===== src/rtl/tdm_demux.sv =====
// Two-channel TDM demultiplexer: collects one A word and one B word, in either
// arrival order, and presents them together as a pair with valid/ready handshakes.
module tdm_demux #(
    parameter int unsigned WIDTH = 2
) (
    input  logic             clk,
    input  logic             rst_n,
    input  logic             in_valid,
    input  logic [WIDTH-1:0] in_data,
    input  logic             in_sel,
    output logic             in_ready,
    input  logic             out_ready,
    output logic             out_valid,
    output logic [WIDTH-1:0] a_data,
    output logic [WIDTH-1:0] b_data,
    output logic [7:0]       dup_cnt
);

    localparam int unsigned CNT_W   = 8;
    localparam logic [CNT_W-1:0] CNT_MAX = '1;

    typedef enum logic [1:0] {
        EMPTY  = 2'd0,
        HAVE_A = 2'd1,
        HAVE_B = 2'd2,
        FULL   = 2'd3
    } state_t;

    state_t state;
    logic   accept;
    logic   dup_inc;

    // Nothing is taken while a pair is pending or while reset is held.
    assign in_ready  = rst_n & (state != FULL);
    assign out_valid = (state == FULL);
    assign accept    = in_valid & in_ready;

    // A repeated channel tag before the pair completes counts as a duplicate.
    assign dup_inc = accept &
                     (((state == HAVE_A) & ~in_sel) | ((state == HAVE_B) & in_sel));

    always_ff @(posedge clk) begin
        if (!rst_n) begin
            state   <= EMPTY;
            a_data  <= '0;
            b_data  <= '0;
            dup_cnt <= '0;
        end else begin
            if (accept) begin
                if (in_sel) begin
                    b_data <= in_data;
                end else begin
                    a_data <= in_data;
                end
            end

            if (dup_inc && (dup_cnt != CNT_MAX)) begin
                dup_cnt <= dup_cnt + CNT_W'(1);
            end

            case (state)
                EMPTY: begin
                    if (accept) begin
                        state <= in_sel ? HAVE_B : HAVE_A;
                    end
                end
                HAVE_A: begin
                    if (accept && in_sel) begin
                        state <= FULL;
                    end
                end
                HAVE_B: begin
                    if (accept && !in_sel) begin
                        state <= FULL;
                    end
                end
                FULL: begin
                    if (out_ready) begin
                        state <= EMPTY;
                    end
                end
                default: state <= EMPTY;
            endcase
        end
    end

endmodule


===== config.mk =====
export PLATFORM = sky130hd
export DESIGN_NAME = tdm_demux
export DESIGN_NICKNAME = d
export VERILOG_FILES = /design/src/rtl/tdm_demux.sv
export SDC_FILE = /design/constraint.sdc
export NUM_CORES = 1
export LEC_CHECK = 0
export CAP_MARGIN = 25
export CORE_MARGIN = 8
export CORE_UTILIZATION = 41
export CTS_CLUSTER_DIAMETER = 100
export DETAILED_ROUTE_END_ITERATION = 10
export PLACE_DENSITY = 0.78
export SYNTH_ARGS = -nofsm -noshare
export SYNTH_HDL_FRONTEND = slang
export SYNTH_SLANG_ARGS = --single-unit

===== constraint.sdc =====
create_clock -name clk -period 1.93 [get_ports clk]
set_input_delay 0.2895 -clock clk [delete_from_list [all_inputs] [get_ports clk]]
set_output_delay 0.2895 -clock clk [all_outputs]
set_load 0.1 [all_outputs]

==> impl_metrics.json <==
{
  "drt-pass1-iter-count": 4,
  "synth_area_per_cell_sq_um": 8.98,
  "num_antenna_cells": 0,
  "initial_core_util": 0.437,
  "rrSetupSlack_ps": 90,
  "fin_util": 0.637,
  "ys_ff_latch": 14,
  "yosys_warnings": 0,
  "netlist_area_sq_um": 763,
  "drv_cap": 0,
  "max-slew-margin-rel": 0.695,
  "clockRootBuffer": "clkbuf_4",
  "cp-endpoint": "dup_cnt[7]",
  "tightest_slew_ps": 456,
  "cts_tree": "yes",
  "clock_path_buffers": 2,
  "synthTopCellsByCount": "dfxtp_1 (14), nand2_1 (9), inv_1 (7), mux2i_1 (7)",
  "reg2reg_depth": 5,
  "cp-startpoint": "dup_cnt[0]",
  "drive_above_1_share": 0.348,
  "regArea_sq_um": 295,
  "io_pins": 21,
  "fin_worst_skew_ps": 2.13,
  "syn_to_final_growth_pct": 45.7,
  "maxSlewViolCount": 0,
  "cts.sinks": 14,
  "track_usage": 0.125,
  "hp-class": "flop to flop",
  "grt_overflow": 0,
  "synth.area.top_cells": "dfxtp_1 (37%), ha_1 (9.8%), mux2i_1 (9.2%)",
  "drc": 0,
  "synth-main-ff-cell": "dfxtp_1",
  "power_leakage_nw": 0.482,
  "critPathLaunchType": "flop",
  "cts.htree.levels": 1,
  "dpl.hpwl_microns": 1590,
  "syn-instance-count": 85,
  "die_y_microns": 59.1,
  "cp_max_fo": 5,
  "design.core.area_sq_mm": 0.00175,
  "portBuffers": 20,
  "r2r-end": "dup_cnt[7]",
  "antenna_found_initial": 0,
  "drt_iter0_drc": 10,
  "synth_top_area_frac": 0.367,
  "hold_viol_final": 0,
  "finalSetupViolations": 0,
  "vias": 755,
  "grt_pass1_wl_microns": 3360,
  "power_density_mw_per_mm2": 861,
  "grt_pass1_vias": 727,
  "drt-wirelength-per-cell_microns": 14.6,
  "rows": 15,
  "vias_per_cell": 5.39,
  "cts_resized": 0,
  "fillers": 155,
  "postCtsSetupRepairBufs": 0,
  "r2r-start": "dup_cnt[0]",
  "die_x_microns": 59.1,
  "fmax_ghz": 0.543,
  "seq_area_frac_synth": 0.367,
  "clock_latency_ps": 290,
  "period_minus_slack_ps": 1840,
  "dieArea_sq_mm": 0.00350,
  "clk_pin_slew_ps": 90,
  "cts_hold_buf": 0,
  "ir_worst_vdd_v": 0.000547,
  "finalNetCount": 129,
  "antenna_left": 0,
  "synth.distinct_cells": 28,
  "outcome": "finished clean",
  "multiInputGateArea_sq_um": 473,
  "layout_worst_path_cycle_share": 0.953,
  "cp.arrival_ps": 2060,
  "design_area_sq_mm": 0.00111,
  "power_w": 0.000958,
  "async_reset_ff_frac": 0,
  "synth_edf_count": 0,
  "cts_inserted_buffers": 3,
  "place_area_sq_mm": 0.00108,
  "synth_top_area_cell": "dfxtp_1",
  "gp_congestion": 0.855,
  "routed_wl_microns": 2050,
  "syn_nets": 98,
  "worst_setup_path_end_kind": "flop",
  "required_ps": 2150,
  "rsz0062_at_grt": "false",
  "path_class": "flop to flop",
  "synth.most_common_cell": "dfxtp_1",
  "grt_start_max_net_pins": 13
}
-- cell type report --
cell class | count | area share
inverter | 7 | 0.0236
timing repair buffer | 28 | 0.225
multi-input combinational | 62 | 0.425
sequential | 14 | 0.265
tap | 25 | 0.0281
clock buffer | 4 | 0.0326
-- report_power, final --
group          leakage [nW]  internal [W]  switching, W  total (W)
sequential            0.118      0.000310     0.0000310   0.000341
combinational         0.342      0.000162      0.000239   0.000400
clock                0.0210      0.000115      0.000102   0.000217
total                 0.482      0.000586      0.000372   0.000958
-- cells by family after synthesis --
| kind of cell | count (synthesis) | share of synthesized area |
|---|---|---|
| mux | 7 | 0.0918 |
| compound gates | 21 | 0.179 |
| simple gates | 27 | 0.203 |
| buf+inv | 9 | 0.0492 |
| fa+ha+maj | 6 | 0.0984 |
| flops | 14 | 0.367 |
| xor+xnor | 1 | 0.0115 |
-- sequential cells by signal, summed over array words and instances (netlist names) --
name,flops
a_data,2
b_data,2
state,2
dup_cnt,8
-- layer usage --
layer  global-route usage  routed length (microns)  up-vias
met4               0.0410                       24        0
met2                0.212                     1040       20
met5                    0                        0        -
li1                     -                        -      369
met3               0.0434                      129        4
met1                0.142                      857      362
-- critical path: stages, from the launching register on --
cell     delay [ps]
dfxtp_4         380
ha_4            170
and3_2          210
a211o_1         350
or4_1           510
a21oi_1         150
-- per-stage QoR --
| step | cells | setup slack (ps) | hold WS [ps] | TNS, ps |
|---|---|---|---|---|
| after floorplan | 85 | 28.4 | 426 | 0 |
| after global placement | 136 | 2.90 | 456 | 0 |
| after detailed placement | 136 | -41.3 | 469 | -75.7 |
| after CTS | 140 | 88.0 | 481 | 0 |
| after global routing | 140 | 28.6 | 528 | 0 |
| final | 140 | 89.8 | 480 | 0 |
-- worst min path at each step --
stage / startpoint / end / slack [ps] / cells after the start
after CTS: a_data[1] / a_data[1] / 480 / 2
final: a_data[1] / a_data[1] / 480 / 2
after global routing: dup_cnt[4] / dup_cnt[4] / 530 / 1
after detailed placement: a_data[1] / a_data[1] / 470 / 2
after global placement: dup_cnt[4] / dup_cnt[4] / 460 / 1
after floorplan: in_data[0] / a_data[0] / 430 / 2
-- placed cells by master, fill, tap and decap left out --
| master | netlist | routed |
|---|---|---|
| buf_4 | 1 | 20 |
| nand2_1 | 9 | 9 |
| inv_1 | 7 | 7 |
| mux2i_1 | 7 | 7 |
| a21oi_1 | 6 | 6 |
| dfxtp_1 | 14 | 6 |
| dfxtp_2 | 0 | 6 |
| clkdlybuf4s50_1 | 0 | 6 |
| nor2_1 | 6 | 5 |
| a211oi_1 | 5 | 5 |
| ha_1 | 6 | 4 |
| o21ai_0 | 3 | 3 |
| clkbuf_4 | 0 | 3 |
| nand3_1 | 2 | 2 |
| o31ai_1 | 2 | 2 |
| or4_1 | 2 | 2 |
| ha_4 | 0 | 2 |
| dfxtp_4 | 0 | 2 |
| buf_12 | 0 | 2 |
| nor2_2 | 0 | 1 |
| nand3b_4 | 1 | 1 |
| nand4b_1 | 1 | 1 |
| and4_1 | 1 | 1 |
| nor4b_1 | 1 | 1 |
| a31oi_1 | 1 | 1 |
| o21a_1 | 1 | 1 |
| and3_2 | 1 | 1 |
| a211o_1 | 1 | 1 |
| nand4_1 | 1 | 1 |
| or3_2 | 1 | 1 |
| nor2b_1 | 1 | 1 |
| o32ai_1 | 1 | 1 |
| a21o_1 | 1 | 1 |
| xnor2_1 | 1 | 1 |
| clkbuf_8 | 0 | 1 |
Note: power is estimated with default switching activity, not from simulation.
